<file path="src/rtl/fetch_queue.sv">
// ============================================================================
// Module   : fetch_queue
// Purpose  : Fetch stage with a one-request-at-a-time imem port, a PC/insn
//            FIFO presented to decode, HLT stop and commit-side redirect.
//            Optional macro FETCH_BRANCH_PREDICT_EN: predict B/BL targets.
// Revision : 1.0 - initial release
// ============================================================================
`default_nettype none

package fetch_pkg;
  typedef struct packed {
    logic        done;
    logic [31:0] insnbits;
    logic [63:0] pc;
  } fetch_interface;
endpackage

module fetch_queue
  import fetch_pkg::*;
#(
  parameter int          QUEUE_DEPTH = 4,
  parameter logic [63:0] RESET_PC    = 64'h0
) (
  input  logic           in_clk,
  input  logic           in_rst,
  output logic           out_imem_req,
  output logic [63:0]    out_imem_addr,
  input  logic           in_imem_valid,
  input  logic [31:0]    in_imem_insnbits,
  input  logic           in_stall,
  input  logic           in_redirect,
  input  logic [63:0]    in_redirect_pc,
  output fetch_interface out_fetch_sigs,
  output logic           out_halted
);

  localparam int c_ptr_w = $clog2(QUEUE_DEPTH);
  localparam int c_cnt_w = c_ptr_w + 1;
  localparam logic [c_cnt_w-1:0] c_depth = c_cnt_w'(QUEUE_DEPTH);
  localparam logic [c_cnt_w-1:0] c_one   = c_cnt_w'(1);
  localparam logic [c_ptr_w-1:0] c_p_one = c_ptr_w'(1);

  localparam logic [1:0] c_st_fetch = 2'd0;
  localparam logic [1:0] c_st_wait  = 2'd1;
  localparam logic [1:0] c_st_drop  = 2'd2;
  localparam logic [1:0] c_st_halt  = 2'd3;

  logic [1:0]         r_state;
  logic [1:0]         w_state_nxt;
  logic [63:0]        r_pc;
  logic [c_ptr_w-1:0] r_wr_ptr;
  logic [c_ptr_w-1:0] r_rd_ptr;
  logic [c_cnt_w-1:0] r_count;
  logic [31:0]        r_mem_insn [QUEUE_DEPTH];
  logic [63:0]        r_mem_pc   [QUEUE_DEPTH];

  logic        w_empty;
  logic        w_full;
  logic        w_enq;
  logic        w_deq;
  logic        w_req;
  logic        w_is_hlt;
  logic [63:0] w_next_pc;

  assign w_empty  = (r_count == '0);
  assign w_full   = (r_count == c_depth);
  assign w_deq    = !w_empty && !in_stall && !in_redirect;
  assign w_enq    = (r_state == c_st_wait) && in_imem_valid && !in_redirect;
  assign w_is_hlt = (in_imem_insnbits[31:21] == 11'b11010100010) &&
                    (in_imem_insnbits[4:0] == 5'd0);

`ifdef FETCH_BRANCH_PREDICT_EN
  logic w_is_branch;
  assign w_is_branch = (in_imem_insnbits[31:26] == 6'b000101) ||
                       (in_imem_insnbits[31:26] == 6'b100101);
  assign w_next_pc = w_is_branch
                   ? r_pc + {{36{in_imem_insnbits[25]}}, in_imem_insnbits[25:0], 2'b00}
                   : r_pc + 64'd4;
`else
  assign w_next_pc = r_pc + 64'd4;
`endif

  // Redirect outranks everything; a redirect while a response is still in
  // flight must swallow that stale word, hence DROP.
  always_comb begin
    w_state_nxt = r_state;
    w_req       = 1'b0;
    if (in_redirect) begin
      case (r_state)
        c_st_wait: w_state_nxt = in_imem_valid ? c_st_fetch : c_st_drop;
        c_st_drop: w_state_nxt = c_st_drop;
        default:   w_state_nxt = c_st_fetch;
      endcase
    end else begin
      case (r_state)
        c_st_fetch: begin
          if (!w_full) begin
            w_req       = 1'b1;
            w_state_nxt = c_st_wait;
          end
        end
        c_st_wait: begin
          if (in_imem_valid) w_state_nxt = w_is_hlt ? c_st_halt : c_st_fetch;
        end
        c_st_drop: begin
          if (in_imem_valid) w_state_nxt = c_st_fetch;
        end
        default: w_state_nxt = r_state;
      endcase
    end
  end

  always_ff @(posedge in_clk or posedge in_rst) begin
    if (in_rst) begin
      r_state  <= c_st_fetch;
      r_pc     <= RESET_PC;
      r_wr_ptr <= '0;
      r_rd_ptr <= '0;
      r_count  <= '0;
    end else begin
      r_state <= w_state_nxt;
      if (in_redirect) begin
        r_pc     <= in_redirect_pc;
        r_wr_ptr <= '0;
        r_rd_ptr <= '0;
        r_count  <= '0;
      end else begin
        if (w_enq) begin
          r_pc     <= w_next_pc;
          r_wr_ptr <= r_wr_ptr + c_p_one;
        end
        if (w_deq) r_rd_ptr <= r_rd_ptr + c_p_one;
        case ({w_enq, w_deq})
          2'b10:   r_count <= r_count + c_one;
          2'b01:   r_count <= r_count - c_one;
          default: r_count <= r_count;
        endcase
      end
    end
  end

  // Storage needs no reset: the head is masked to zero whenever empty.
  always_ff @(posedge in_clk) begin
    if (w_enq) begin
      r_mem_insn[r_wr_ptr] <= in_imem_insnbits;
      r_mem_pc[r_wr_ptr]   <= r_pc;
    end
  end

  assign out_imem_req            = w_req && !in_rst;
  assign out_imem_addr           = r_pc;
  assign out_halted              = (r_state == c_st_halt);
  assign out_fetch_sigs.done     = w_deq;
  assign out_fetch_sigs.insnbits = w_empty ? 32'd0 : r_mem_insn[r_rd_ptr];
  assign out_fetch_sigs.pc       = w_empty ? 64'd0 : r_mem_pc[r_rd_ptr];

`ifndef SYNTHESIS
  always @(posedge in_clk) begin
    if (!in_rst) assert (!(w_enq && w_full));
  end
`endif

endmodule

`default_nettype wire

</file>
<file path="config.mk">
export PLATFORM = sky130hd
export DESIGN_NAME = fetch_queue
export DESIGN_NICKNAME = d
export VERILOG_FILES = /design/src/rtl/fetch_queue.sv
export SDC_FILE = /design/constraint.sdc
export NUM_CORES = 1
export LEC_CHECK = 0
export ABC_CLOCK_PERIOD_IN_PS = 7700
export CAP_MARGIN = 20
export CORE_ASPECT_RATIO = 1.4
export CORE_MARGIN = 4
export CORE_UTILIZATION = 41
export DETAILED_ROUTE_END_ITERATION = 7
export GPL_TIMING_DRIVEN = 0
export PLACE_DENSITY = 0.72
export SKIP_LAST_GASP = 1
export SLEW_MARGIN = 20
export SYNTH_ARGS = -nofsm -noshare
export SYNTH_HDL_FRONTEND = slang
export SYNTH_SLANG_ARGS = --single-unit
</file>
<file path="constraint.sdc">
create_clock -name in_clk -period 7.7 [get_ports in_clk]
set_clock_uncertainty 0.2 [all_clocks]
set_input_delay 1.54 -clock in_clk [delete_from_list [all_inputs] [get_ports in_clk]]
set_output_delay 1.54 -clock in_clk [all_outputs]
set_load 0.01 [all_outputs]
</file>
# After elaboration in Yosys (flattened, before gate mapping)
# Memories as Yosys holds them, arrays and structs flattened.
# Index checks and enable logic that the tools add are counted.
# word_totals
ram_bits,384
output_inout_bits,163
latch_bits,0
inputBits,101
romBits,0
memories,2
reg_bits,73
# op_classes
reduce_logical,18
muxes,23
order_cmp,0
shift,0
eq_ne,10
mul,0
n_div,0
addsub,5
n_bitwise,0
# mem_list
name,words,word_bits,rd,rd_clocked_by_memory_dff,wr,line_no,source
r_mem_pc,4,64,1,0,1,55,logic [63:0] r_mem_pc [QUEUE_DEPTH];
r_mem_insn,4,32,1,0,1,54,logic [31:0] r_mem_insn [QUEUE_DEPTH];
# ops
op,count
64-bit two-way mux,3
64-bit by 3-bit adder with 64-bit output (second input constant),1
32-bit two-way mux,1
2-bit two-way mux,10
11-bit equality test (second input constant),1
3-bit != test (second input constant),3
2-bit equality test (second input constant),3
1-bit logical AND,6
2-bit one-hot mux with 3 select lines,1
3-bit one-hot mux with 2 select lines,1
5-bit logical NOT,1
1-bit two-way mux,5
2-bit by 1-bit adder with 2-bit output (second input constant),2
2-bit by 1-bit equality test with 1-bit output (second input constant),2
1-bit logical NOT,4
2-bit one-hot mux with 2 select lines,1
4-bit AND reduction,1
2-bit nonzero test,2
4-bit nonzero test,1
3-bit by 1-bit adder with 3-bit output (second input constant),1
3-bit equality test (second input constant),1
3-bit logical NOT,1
3-bit two-way mux,1
3-bit nonzero test,1
2 further kinds,2

# Depth between registers and ports, before layout
# depth
word_depth,7
mapped_depth,11
mapped_depth_nobuf,9

# Least setup slack after synthesis
# OpenSTA, ideal clock, no wires.
# synth_path
path_kind,input-to-output
start,input in_rst
end,output out_imem_req
path_slack_ns,2.453
required_ns,5.960
arrival_time_ns,3.507
n_path_buf,0
stages,3
path_cell_list,inv_1 nand3_1 a21oi_1
# synth_between
elab_chain_cells,2
# synth_rtl
item,line_no,source
"start, declared",25,"input logic in_rst,"
1-bit logical NOT,150,assign out_imem_req = w_req && !in_rst;
1-bit logical AND,150,
"end, declared",26,"output logic out_imem_req,"
# No other way between the ends.

==> results.md <==
* Max IR drop VDD at 0.175 mV
* Pre-antenna DRT Iters at 5
* Post-layout worst setup margin at 2.30 ns
* Row count at 92
* Async SR Flop Fraction at 16.0%
* Clk pin slew, worst setup/hold paths at 0.06 ns
* Fmax at 185 MHz
* CP top delay family: buffers and inverters
* Max clock buf depth at 3
* Post-route DRC at 0
* Final net count at 1534
* IO Pins at 264
* Post-synth EDFFs at 384
* Fraction of layout cells with a size suffix above 1 at 14.0%
* CP cell instances: clkbuf_1, clkbuf_1, clkbuf_1, mux4_2, nor2b_1, clkdlybuf4s50_1
* Vias in the first global route at 11800
* Post-synthesis sequential area ratio at 71.4%
* Dpl ws at 2.45 ns
* Final hold vios at 0
* Clock sinks at 457
* Placed instance count at 1988
* Synth Instances at 1105
* Overall Global Routing Usage at 19.5%
* Commonest non-fill, non-tap cell in the layout: edfxtp_1
* Mapped cell area at 0.0187 sq mm
* First-pass GRT wire length at 72700 microns
* P_leak at 0.00766 uW
* WHS Endpoint: r_mem_pc[1][0]
* Outcome: complete, no violations
* Initial antenna violation count at 0
* Worst hold path class: reg -> reg
* Finish-stage setup viols at 0
* CP endpoint kind: output pin
* Die Height at 261 microns
* Max-capacitance violation count at 0
* Largest stage delay, worst path at 0.64 ns
* Final period utilization at 70.2%
* Routed vias/inst at 5.45
* Fill cells at 3671
* Core Area at 0.0451 sq mm
* RR Endpoint: out_imem_addr[57]
* Final cell count without fillers at 2066
* Post-CTS Resized at 0
* R2R setup slack at 4.39 ns
* Placed Area at 0.0224 sq mm
* ANT nets after route at 0
* Most frequent cells in the layout: edfxtp_1 (384), clkdlybuf4s50_1 (262), mux4_2 (96), nor2b_1 (96), dfrtp_1 (73)
* RSZ-0062 raised after global routing: no
* Minimum clock period after layout at 5.40 ns
* Top FF cell, synth: edfxtp_1
* Final slew viol count at 0
* Multi-input gate area in the final layout at 0.00510 sq mm
* Fin util at 52.9%
* Synth Register Bits at 457
* Die width at 189 microns
* Via count at 11300
* Routed WL at 48800 microns
* DP HPWL at 33600 microns
* Setup Buffers After CTS at 0
* Initial Util at 41.5%
* Pin count of the biggest net entering global routing at 46
* CP max stage cell: clkbuf_1
* R2R depth at 8
* Req. time, crit path at 5.96 ns
* Port buffer count at 262
* Hold depth at 0
* Wirelength per Cell at 23.6 microns
* CP arrival at 3.66 ns
* WS Path Type: reg -> out
* GPL Wtd Cong at 0.863
* Die area at 0.0492 sq mm
* Remaining Overflow, GRT at 0
* Startpoint types: flip-flop
* Post-Syn Area per Cell at 16.9 sq um
* FF+latch area at 0.0134 sq mm
* Power Dens Cells at 283 mW/mm^2
* Layout area overhead at 27.7%
* Root buf cell: clkbuf_16
* Syn Nets at 1216
* CTS H-tree lvls at 2
* TritonCTS clock tree: done
* Most frequent CP cell: clkbuf_1
* Worst r2r src: r_state[1]
* Critical path buffers and inverters at 4
* CTS buffer count at 44
* Cts-stage hold buffer count at 0
* Hold path startpoint: out_imem_addr[0]
* Fin Hold WS at 0.352 ns
* N_diodes at 0
* Post-route cell area at 0.0239 sq mm
* Violation count after the first detailed-routing iteration at 927
* Slew @ Worst Pin at 0.962 ns
* Yosys warnings at 0
* Worst-Skew Late Latency at 0.55 ns
* Worst-path maximum fanout at 10
* Netlist cell types at 42
* Headroom to the max-slew limit at 35.9%
[power by group]
part / total [uW] / internal [uW] / switching (uW)
combinational: 1560 / 791 / 769
sequential: 2930 / 2820 / 109
clock: 2260 / 1360 / 902
total: 6750 / 4970 / 1780
[Yosys cell counts (11+ instances only)]
library cell | count | share of area [%]
edfxtp_1 | 384 | 62
mux4_2 | 96 | 12
nor2b_1 | 96 | 3.2
dfrtp_1 | 73 | 9.8
nand2_1 | 65 | 1.3
o21ai_0 | 57 | 1.5
nor2_1 | 47 | 0.94
clkbuf_1 | 41 | 0.82
nand4_1 | 35 | 1.2
xor2_1 | 30 | 1.4
a31oi_1 | 25 | 0.84
nand3_1 | 22 | 0.59
or3_1 | 19 | 0.64
xnor2_1 | 13 | 0.61
inv_1 | 12 | 0.24
buf_2 | 11 | 0.29
[sequential cells by signal, summed over array words and instances (netlist names)]
| name | count |
|---|---|
| out_imem_addr | 64 |
| r_rd_ptr | 2 |
| r_count | 3 |
| r_state | 2 |
| r_mem_insn | 128 |
| r_mem_pc | 256 |
| r_wr_ptr | 2 |
[worst max path at each step]
stage	startpoint	end	slack (ns)	cells after the start
CTS	r_rd_ptr[1]	out_fetch_sigs[35]	2.19	6
global route	r_rd_ptr[1]	out_fetch_sigs[35]	2.06	6
detailed placement	in_redirect	out_imem_req	2.45	6
floorplan	in_rst	out_imem_req	2.45	3
global placement	in_imem_valid	r_mem_pc[1][52]	-0.06	4
finish	r_rd_ptr[1]	out_fetch_sigs[35]	2.30	6
[cell type report]
type,count,share of cell area (%)
Timing Repair Buffer,272,12.0
Buffer,55,0.938
Multi-Input combinational cell,580,21.4
Clock inverter,19,1.16
Sequential cell,457,55.9
Clock buffer,59,5.19
Inverter,13,0.215
Tap cell,611,3.20
[per-stage QoR]
stage                     power [uW]  setup TNS (ns)
after floorplan                 3710               0
after global placement          4530          -17.24
after detailed placement        4560               0
after CTS                       6840               0
after global routing            7030               0
final                           6750               0
[cell families (layout without fill, tap and decap cells)]
group           count (synthesis)  count (layout)  synth area share [%]
compound gates                 95              95                  2.88
xor+xnor                       43              43                  2.01
fa+ha+maj                      10              10                 0.709
buf+inv                        68             418                  1.46
flops                         457             457                  71.4
mux                           101             101                  11.8
simple gates                  331             331                  9.68
[layer usage]
metal | part of all wire, % | wire, microns | vias to the layer above | track usage [%]
li1 | - | - | 4955 | -
met1 | 39 | 18800 | 5799 | 24.2
met2 | 52 | 25600 | 413 | 34.6
met3 | 5.7 | 2770 | 102 | 3.40
met4 | 3.3 | 1610 | 0 | 6.82
met5 | 0 | 0 | - | 0
No activity file was read; power rests on OpenSTA's default activity.
